`src/rtl/gpio_pulse_rx_pkg.sv`:
```
// Shared types and constants for the GPIO pulse receive path.
// Latency: n/a (declarations only).
// Backpressure: n/a.
package gpio_pkg;

    localparam int GPIO_WIDTH_W = 8;
    localparam int GPIO_CNT_W   = 32;
    localparam int GPIO_TS_W    = 64;

    typedef enum logic [1:0] {
        ST_ARM  = 2'd0,
        ST_IDLE = 2'd1,
        ST_HIGH = 2'd2
    } state_t;

    typedef struct packed {
        logic [GPIO_TS_W-1:0]    ts;
        logic [GPIO_WIDTH_W-1:0] width;
    } gpio_evt_t;

    // Width counter increment that sticks at all-ones.
    function automatic logic [GPIO_WIDTH_W-1:0] sat_inc(input logic [GPIO_WIDTH_W-1:0] v);
        return (v == {GPIO_WIDTH_W{1'b1}}) ? v : v + 1'b1;
    endfunction

endpackage

```
`src/rtl/gpio_pulse_rx_if.sv`:
```
// Captured-pulse event channel: one-deep valid/ready with timestamp and width.
// Latency: n/a (wiring only).
// Backpressure: producer holds valid/ts/width stable until valid && ready.
interface gpio_pulse_rx_if #(
    parameter int TS_WIDTH = 64
);
    import gpio_pkg::*;

    logic                    valid;
    logic                    ready;
    logic [TS_WIDTH-1:0]     ts;
    logic [GPIO_WIDTH_W-1:0] width;

    modport master (output valid, output ts, output width, input ready);
    modport slave  (input valid, input ts, input width, output ready);

endinterface

```
`src/rtl/gpio_pulse_rx_sync.sv`:
```
// Module gpio_sync: STAGES-flop synchroniser for an asynchronous pin, reset to 0.
// Latency: STAGES clk edges from din to dout.
// Backpressure: none.
// Ports: clk, rst_n (async, active-low), din (async pin), dout (synchronised level).
module gpio_sync #(
    parameter int STAGES = 2
) (
    input  logic clk,
    input  logic rst_n,
    input  logic din,
    output logic dout
);

    logic [STAGES-1:0] sr;

    always_ff @(posedge clk or negedge rst_n) begin
        if (!rst_n) begin
            sr <= '0;
        end else begin
            sr <= {sr[STAGES-2:0], din};
        end
    end

    assign dout = sr[STAGES-1];

endmodule

```
`src/rtl/gpio_pulse_rx.sv`:
```
// Captures pulses on an external pin: width measurement, range check, rising-edge timestamp.
// Latency: event valid 1 clk after the first synchronised-low cycle (SYNC_STAGES+1 after pin fall).
// Backpressure: one-deep hold register; accepted pulses arriving while it is held are counted and dropped.
// Ports: clk, rst_n, gpio_in, ts_now, cfg_enable/min/max, evt (master), pulse/reject/overflow counters.
// Build option: GPIO_RX_TS_COMP_EN subtracts (SYNC_STAGES+1) from the captured timestamp.
module gpio_pulse_rx
    import gpio_pkg::*;
#(
    parameter int SYNC_STAGES      = 2,
    parameter int MIN_WIDTH_CYCLES = 4,
    parameter int TS_WIDTH         = 64
) (
    input  logic                  clk,
    input  logic                  rst_n,
    input  logic                  gpio_in,
    input  logic [TS_WIDTH-1:0]   ts_now,
    input  logic                  cfg_enable,
    input  logic [7:0]            cfg_min_width,
    input  logic [7:0]            cfg_max_width,
    gpio_pulse_rx_if.master       evt,
    output logic [GPIO_CNT_W-1:0] pulse_count,
    output logic [GPIO_CNT_W-1:0] reject_count,
    output logic [GPIO_CNT_W-1:0] overflow_count
);

    state_t                  state, state_nxt;
    logic                    s;
    logic [TS_WIDTH-1:0]     ts_cap;
    logic [GPIO_WIDTH_W-1:0] width;
    logic [GPIO_WIDTH_W-1:0] eff_min;
    logic                    width_ok;
    logic                    start;
    logic                    eval;
    logic                    accept;
    logic                    reject;
    logic                    load;
    logic                    drop;
    logic                    drain;
    logic [TS_WIDTH-1:0]     ts_evt;

    gpio_sync #(.STAGES(SYNC_STAGES)) u_sync (
        .clk  (clk),
        .rst_n(rst_n),
        .din  (gpio_in),
        .dout (s)
    );

    assign eff_min  = (cfg_min_width == 8'd0) ? GPIO_WIDTH_W'(MIN_WIDTH_CYCLES) : cfg_min_width;
    assign width_ok = (width >= eff_min) &&
                      ((cfg_max_width == 8'd0) || (width <= cfg_max_width));

`ifdef GPIO_RX_TS_COMP_EN
    // Back out synchroniser + edge-detect delay so ts points at the pin edge.
    assign ts_evt = ts_cap - TS_WIDTH'(SYNC_STAGES + 1);
`else
    assign ts_evt = ts_cap;
`endif

    always_ff @(posedge clk or negedge rst_n) begin
        if (!rst_n) begin
            state <= ST_ARM;
        end else begin
            state <= state_nxt;
        end
    end

    // Disable always wins over edge handling so a partial pulse is never evaluated.
    always_comb begin
        state_nxt = state;
        start     = 1'b0;
        eval      = 1'b0;
        unique case (state)
            ST_ARM: begin
                // Only arm on a low line: a stuck-high or mid-pulse enable is ignored.
                if (cfg_enable && !s) state_nxt = ST_IDLE;
            end
            ST_IDLE: begin
                if (!cfg_enable) begin
                    state_nxt = ST_ARM;
                end else if (s) begin
                    state_nxt = ST_HIGH;
                    start     = 1'b1;
                end
            end
            ST_HIGH: begin
                if (!cfg_enable) begin
                    state_nxt = ST_ARM;
                end else if (!s) begin
                    state_nxt = ST_IDLE;
                    eval      = 1'b1;
                end
            end
            default: state_nxt = ST_ARM;
        endcase
    end

    assign accept = eval && width_ok;
    assign reject = eval && !width_ok;
    assign drain  = evt.valid && evt.ready;
    // A draining register can take the new event in the same cycle.
    assign load   = accept && (!evt.valid || evt.ready);
    assign drop   = accept && !load;

    always_ff @(posedge clk or negedge rst_n) begin
        if (!rst_n) begin
            ts_cap <= '0;
            width  <= '0;
        end else if (start) begin
            ts_cap <= ts_now;
            width  <= GPIO_WIDTH_W'(1);
        end else if (state == ST_HIGH && s) begin
            width  <= sat_inc(width);
        end
    end

    always_ff @(posedge clk or negedge rst_n) begin
        if (!rst_n) begin
            evt.valid <= 1'b0;
            evt.ts    <= '0;
            evt.width <= '0;
        end else if (load) begin
            evt.valid <= 1'b1;
            evt.ts    <= ts_evt;
            evt.width <= width;
        end else if (drain) begin
            evt.valid <= 1'b0;
        end
    end

    always_ff @(posedge clk or negedge rst_n) begin
        if (!rst_n) begin
            pulse_count    <= '0;
            reject_count   <= '0;
            overflow_count <= '0;
        end else begin
            if (accept) pulse_count    <= pulse_count + 1'b1;
            if (reject) reject_count   <= reject_count + 1'b1;
            if (drop)   overflow_count <= overflow_count + 1'b1;
        end
    end

endmodule

```
`src/flat_wrapper.sv`:
```
// flat-port wrapper written by rule: the top's interface ports become plain ports
module gpio_pulse_rx_flat import gpio_pkg::*;
#(
    parameter int SYNC_STAGES      = 2,
    parameter int MIN_WIDTH_CYCLES = 4,
    parameter int TS_WIDTH         = 64
)
  (clk, rst_n, gpio_in, ts_now, cfg_enable, cfg_min_width, cfg_max_width, pulse_count, reject_count, overflow_count, evt_valid, evt_ts, evt_width, evt_ready);
  gpio_pulse_rx_if #(.TS_WIDTH(TS_WIDTH)) evt_i ();
  input  logic clk;
  input  logic rst_n;
  input  logic gpio_in;
  input  logic [TS_WIDTH-1:0] ts_now;
  input  logic cfg_enable;
  input  logic [7:0] cfg_min_width;
  input  logic [7:0] cfg_max_width;
  output logic [GPIO_CNT_W-1:0] pulse_count;
  output logic [GPIO_CNT_W-1:0] reject_count;
  output logic [GPIO_CNT_W-1:0] overflow_count;
  output wire logic [$bits(evt_i.valid)-1:0] evt_valid;
  output wire logic [$bits(evt_i.ts)-1:0] evt_ts;
  output wire logic [$bits(evt_i.width)-1:0] evt_width;
  input wire logic [$bits(evt_i.ready)-1:0] evt_ready;
  assign evt_valid = evt_i.valid;
  assign evt_ts = evt_i.ts;
  assign evt_width = evt_i.width;
  assign evt_i.ready = evt_ready;
  gpio_pulse_rx #(.SYNC_STAGES(SYNC_STAGES), .MIN_WIDTH_CYCLES(MIN_WIDTH_CYCLES), .TS_WIDTH(TS_WIDTH)) u_core (.clk(clk), .rst_n(rst_n), .gpio_in(gpio_in), .ts_now(ts_now), .cfg_enable(cfg_enable), .cfg_min_width(cfg_min_width), .cfg_max_width(cfg_max_width), .evt(evt_i), .pulse_count(pulse_count), .reject_count(reject_count), .overflow_count(overflow_count));
endmodule
```
`config.mk`:
```
export PLATFORM = sky130hd
export DESIGN_NAME = gpio_pulse_rx_flat
export DESIGN_NICKNAME = d
export VERILOG_FILES = /design/src/rtl/gpio_pulse_rx_pkg.sv /design/src/rtl/gpio_pulse_rx_if.sv /design/src/rtl/gpio_pulse_rx_sync.sv /design/src/rtl/gpio_pulse_rx.sv /design/src/flat_wrapper.sv
export SDC_FILE = /design/constraint.sdc
export NUM_CORES = 1
export LEC_CHECK = 0
export CAP_MARGIN = 20
export CORE_ASPECT_RATIO = 2
export CORE_MARGIN = 4
export CORE_UTILIZATION = 40
export CTS_CLUSTER_DIAMETER = 200
export CTS_CLUSTER_SIZE = 30
export DETAILED_ROUTE_END_ITERATION = 16
export PLACE_DENSITY = 0.67
export SETUP_SLACK_MARGIN = 0.4
export SLEW_MARGIN = 25
export SYNTH_ARGS = -nofsm -noshare
export SYNTH_HDL_FRONTEND = slang
export SYNTH_SLANG_ARGS = --single-unit
```
`constraint.sdc`:
```
create_clock -name clk -period 7.4 [get_ports clk]
set_clock_uncertainty 0.2 [all_clocks]
set_input_delay 1.48 -clock clk [delete_from_list [all_inputs] [get_ports clk]]
set_output_delay 1.48 -clock clk [all_outputs]
set_load 0.02 [all_outputs]
```
# Word-level counts from Yosys, hierarchy flattened
# Cells that the tools add are included.
# op_classes
eq_ne,7
magnitude_cmp,2
n_addsub,4
n_reduce_logical,21
mux,18
# op_table
cell,n
"adder 32 x 1 -> 32 bit, second input constant",3
2-to-1 mux 8 bit,4
zero test 8 bit,2
2-to-1 mux 2 bit,5
"adder 8 x 1 -> 8 bit, second input constant",1
"== test 8 bit, second input constant",1
greater-or-equal comparator 8 bit,1
less-or-equal comparator 8 bit,1
logical AND 1 bit,8
2-to-1 mux 1 bit,8
"inequality test 3 bit, second input constant",2
case mux 2 bit (3 select lines),1
zero test 1 bit,4
"inequality test 2 x 1 -> 1 bit, second input constant",2
nonzero test 2 bit,2
AND reduction 3 bit,1
"== test 2 x 1 -> 1 bit, second input constant",1
"== test 2 bit, second input constant",1
zero test 2 bit,1
logical OR 1 bit,2
AND reduction 2 bit,1
# word_totals
regBits,245
word_cells,62
out_inout_bits,169

# Depth between registers and ports, before layout
# depth
word_depth,8
ltp_mapped,11

# Hierarchy
# From an unflattened synthesis, not the netlist that was laid out.
# hier_totals
cells_unflattened,943
area_unflattened_um2,10541.4
# by_module_without_submodules
mod,area_each_um2,cells_each,seq_area_each_um2,instances
gpio_pulse_rx,10491.3,941,6080.8,1
gpio_sync,50.0,2,50.0,1

# Worst setup path before layout
# No wires, ideal clock.
# synth_timing
path_type,input port to flip-flop
startpoint,input port cfg_min_width[3]
endpoint,register u_core.evt.ts[0]
cell_stages,11
required_ps,7072
arrival_ps,3563
path_slack_ps,3510
setup_ps,128
cell_sequence,nor4_1 a21oi_1 ha_1 o21a_1 nor2_1 o31ai_1 o21a_1 buf_2 nand3_2 buf_2 mux2_1
# synth_via
elab_chain_len,6
# synth_lines
element,line_no,source
from (decl),flat_wrapper.sv:15,input logic [7:0] cfg_min_width;
zero test 8 bit,gpio_pulse_rx.sv:48,assign eff_min = (cfg_min_width == 8'd0) ? GPIO_WIDTH_W'(MIN_WIDTH_CYCLES) : cfg_min_width;
2-to-1 mux 8 bit *,gpio_pulse_rx.sv:48,
greater-or-equal comparator 8 bit *,gpio_pulse_rx.sv:49,assign width_ok = (width >= eff_min) &&
logical AND 1 bit *,gpio_pulse_rx.sv:49,
logical AND 1 bit *,gpio_pulse_rx.sv:97,assign accept = eval && width_ok;
logical AND 1 bit *,gpio_pulse_rx.sv:101,assign load = accept && (!evt.valid || evt.ready);
to (signal assigned),gpio_pulse_rx.sv:123,evt.ts <= ts_evt;
to (decl),gpio_pulse_rx_if.sv:14,"modport master (output valid, output ts, output width, input ready);"
# Mark *: on every way between the ends. The rest lies on a longest branch, timed or not.
# A chain may end at the register's enable or synchronous reset.

# Final worst setup path
# layout_timing
startpoint,input port cfg_min_width[3]
endpoint,register u_core.evt.ts[40]
# The elaborated chain is that of the path after synthesis.

==> impl.org <==
** Setup path
- Worst setup SP type :: input port
- In this design, the stage delay of the slowest critical-path cell is 630 ps.
- The worst setup path is captured at a register.
- Crit Path Class :: input port to register
- Top fanout value on the critical path :: 46
- Crit path DAT :: 5280 ps
- WP buf/inv :: 3
- Kind of cell adding the most delay to the critical path :: buffers and inverters
- Slowest stage cell, crit path :: sky130_fd_sc_hd__nand3_4
- Data on the critical path is required at its endpoint by 7570 ps.
- Walking the worst path, the cells encountered are clkdlybuf4s50_1 -> nor4_1 -> a21oi_1 -> ha_1 -> o21a_1 -> nor2_1 -> o31ai_1 -> o21a_1 -> buf_4 -> nand3_4 -> buf_4 -> mux2_1.

** Cells and area
- Number of nets in the layout :: 1300
- From synthesis to final layout, the design area changed by 30.6%.
- Layout Cells excl Fill :: 1539
- In the final layout, the share of cells above drive strength 1 is 3.85%.
- Area of the multi-input gates :: 4250 sq um
- The number of antenna diodes in the final layout is 0.
- Sequential cell area :: 6130 sq um
- Commonest non-fill, non-tap cells in the layout :: 252 x sky130_fd_sc_hd__clkdlybuf4s50_1, 245 x sky130_fd_sc_hd__dfrtp_1, 229 x sky130_fd_sc_hd__nand2_1
- Number of inserted filler cells in the final layout :: 2360
- The library cell used most frequently in the layout, excluding fill and tap cells, is sky130_fd_sc_hd__clkdlybuf4s50_1.
- At the end of the flow the core is filled with cells to 52.9%.

** Yosys
- By area, the combinational part of the netlist is dominated by simple AND/OR/NAND/NOR gates.
- Simple-gate portion of the synthesized area :: 19.9%
- Most used flip-flop cell after synthesis :: sky130_fd_sc_hd__dfrtp_1
- Share of synthesized flip-flops with an asynchronous set or reset :: 100%
- Sequential element share of the synthesized area :: 57.6%
- Counting every instance in the synthesized netlist gives 958.
- Synthesized-area fraction occupied by ao, oa, aoi and oai cells :: 1.33%
- Mux contribution to synthesized area :: 8.04%
- Average instance area after synthesis :: 11.1 sq um
- Summing every instance area after synthesis gives 10600 sq um.
- The synthesized design contains 0 enable-type register cells.
- Yosys synthesis warning count :: 0
- After synthesis, the netlist uses 49 different library cells.
- Number of register bits inferred by synthesis :: 245
- Of the total synthesized cell area, the portion taken by full adders, half adders and majority gates is 2.35%.
- Total nets after synthesis :: 1063
- Xor and xnor area share after synthesis :: 8.15%

** Drt
- After detailed routing, the number of vias per cell comes to 5.07.
- After detailed routing, the number of remaining DRC violations is 0.
- In this run the remaining antenna-violating nets after routing total 0.
- For this block, the routed nets add up to 27.2 mm of wire.
- Drt first-iter violations :: 452
- Drt wl/cell :: 17.7 microns
- TritonRoute pass-1 iters :: 4
- For this block, the via count after detailed routing is 7797.

** CTS
- Library cell used as clock root buffer :: sky130_fd_sc_hd__clkbuf_16
- Sink Count :: 245
- In this run, CTS created clock tree buffers numbering 12.
- Post-CTS setup buffers :: 0
- Largest buffer count on any clock path :: 3
- TritonCTS built the clock tree.
- Clock Pin Slew Worst Setup and Hold Paths :: 110 ps
- Cts repair resizes :: 0
- Buffers inserted to repair hold after CTS numbered 0.
- Clock latency reported for the late side of the worst-skew pair :: 480 ps
- Number of levels the H-tree was split into :: 1

** Hold path
- Kind of path behind the tightest hold check :: register to register

** Pwr
- Power per unit of standard cell area :: 194 nW/um^2
- Overall power consumption after layout is estimated at 2.70 mW.
- Static power due to leakage :: 6.65 nW
- Maximum resistive drop on vdd :: 0.000216 V

** STA
- Final setup TNS :: 0 ps
- For the pin with the worst max-slew slack, the measured transition is 835 ps.
- Static timing analysis puts the maximum clock frequency at 0.196 GHz.
- Number of max-slew violations in the final report :: 0
- On the final layout, the worst hold slack is 172 ps.
- Setup violations remaining at the end of the flow were counted as 0.
- Setup repair after global routing left no endpoint under its margin.
- The worst path uses 69.0% of the clock period.
- The clock period could shrink to 5100 ps.
- Measured against its own limit, the worst slew margin works out to 44.4%.
- The number of hold-slack violations in the final timing report is 0.

** Die
- The total area inside the core boundary comes to 26300 sq um.
- Die boundary width :: 123 microns
- The die is 239 microns tall.
- The die covers 29400 sq um.
- In this run the count of I/O pins placed on the die edge is 254.
- Starting density of the core :: 40.5%
- Row cnt :: 84

** Job
- Maximum capacitance violations :: 0

** Placed design
- Summed over all nets, the half-perimeter wirelength after detailed placement is 19.8 mm.
- The congestion estimate from routability-driven global placement came to 0.843.
- Counting tap cells, the placed design contains a total of 1525 instances.
- Number of buffers added on ports :: 253

** Global routing
- The number of antenna violations at the first check in global routing is 0.
- The first global-routing pass estimated 43.1 mm of wire.
- Entering global routing, the biggest net connects 140 pins.
- Total grt overflow :: 0
- For this run, the total global-route usage over all layers was measured as 18.4%.
- The via count of the first global-routing pass came to 8164.

** Run status
- Result of the run :: finished, final reports clean
==> power breakdown <==
part           leakage, nW  internal, mW  switching, mW  total (mW)
sequential            3.23          1.46         0.0848        1.54
combinational         3.24         0.190          0.211       0.401
clock                0.172         0.326          0.430       0.756
total                 6.65          1.97          0.725        2.70
==> worst reg2reg max path: cells and delay by family (launching register included) <==
family,cells,cell delay (ps)
AO/OA/AOI/OAI,3,820
adder cells (fa/ha/maj),1,290
multiplexers,1,370
buffers and inverters,3,1010
flip-flops,1,450
AND/OR/NAND/NOR,2,750
==> synth_stat cells, types with 2 or more instances <==
library cell	instances	area, sq um
sky130_fd_sc_hd__dfrtp_1	245	6130
sky130_fd_sc_hd__nand2_1	229	860
sky130_fd_sc_hd__mux2_1	72	811
sky130_fd_sc_hd__xor2_1	57	499
sky130_fd_sc_hd__xnor2_1	42	368
sky130_fd_sc_hd__nand3_1	33	165
sky130_fd_sc_hd__nor4_1	33	206
sky130_fd_sc_hd__inv_1	31	116
sky130_fd_sc_hd__nand4_1	30	188
sky130_fd_sc_hd__nor3_1	30	150
sky130_fd_sc_hd__clkbuf_1	26	97.6
sky130_fd_sc_hd__nor2_1	22	82.6
sky130_fd_sc_hd__ha_1	20	250
sky130_fd_sc_hd__and3_1	15	93.8
sky130_fd_sc_hd__buf_2	10	50.1
sky130_fd_sc_hd__and4_1	7	61.3
sky130_fd_sc_hd__a21oi_1	5	25.0
sky130_fd_sc_hd__nand2b_1	5	31.3
sky130_fd_sc_hd__or3_1	4	25.0
sky130_fd_sc_hd__mux2_2	3	33.8
sky130_fd_sc_hd__nand3_2	3	30.0
sky130_fd_sc_hd__nor3_2	3	30.0
sky130_fd_sc_hd__nor4_4	3	63.8
sky130_fd_sc_hd__nor2b_1	2	12.5
sky130_fd_sc_hd__o21a_1	2	15.0
sky130_fd_sc_hd__o21ai_1	2	10.0
sky130_fd_sc_hd__or2_2	2	12.5
==> registers in the layout, indices dropped and copies added (netlist names) <==
register and flops:
u_core.evt.ts 64, u_core.overflow_count 32, u_core.evt.valid 1, u_core.pulse_count 32
u_core.state 2, u_core.reject_count 32, u_core.evt.width 8, u_core.ts_cap 64
u_core.width 8, u_core.u_sync.sr 2
==> layer usage <==
| metal | up-vias | part of all wire, % | GRT usage [%] |
|---|---|---|---|
| met5 | - | 0 | 0 |
| met4 | 0 | 4.4 | 7.46 |
| met3 | 54 | 4.3 | 2.75 |
| met2 | 213 | 55 | 34.4 |
| met1 | 3832 | 36 | 20.4 |
| li1 | 3698 | - | - |
==> final timing paths <==
path | start | to | slack [ps] | depth (start not counted)
worst min register to register | u_core.u_sync.sr[0]$_DFF_PN0_ | u_core.u_sync.sr[1]$_DFF_PN0_ | 170 | 0
worst max-delay path | cfg_min_width[3] | u_core.evt.ts[40]$_DFFE_PN0P_ | 2300 | 12
worst min-delay path | u_core.u_sync.sr[0]$_DFF_PN0_ | u_core.u_sync.sr[1]$_DFF_PN0_ | 170 | 0
max in group asynchronous | rst_n | u_core.pulse_count[15]$_DFFE_PN0P_ | 4970 | 2
worst max register to register | u_core.width[0]$_DFFE_PN0P_ | u_core.evt.ts[40]$_DFFE_PN0P_ | 3420 | 10
min in group asynchronous | rst_n | u_core.reject_count[31]$_DFFE_PN0P_ | 800 | 1
==> stage by stage <==
step	worst slack (ps)	cell area, sq um
after floorplan	3510	10600
after global placement	1760	13500
after detailed placement	1720	13500
after CTS	2250	13900
after global routing	2010	13900
final	2300	13900
==> cell type report <==
class	count	share of cell area (%)
timing repair buffer	261	18.8
tap	344	3.10
clock inverter	1	0.216
sequential	245	44.1
inverter	31	0.837
multi-input combinational	644	30.6
clock buffer	13	2.34
==> cells by family after synthesis <==
group	Yosys count
and+or+nand+nor	430
DFF	245
xor gates and xnor gates	99
muxes	76
buffers and inverters	69
adders and majority gates	20
AOI/OAI and AO/OA	19
Note: power is estimated with default switching activity, not from simulation.
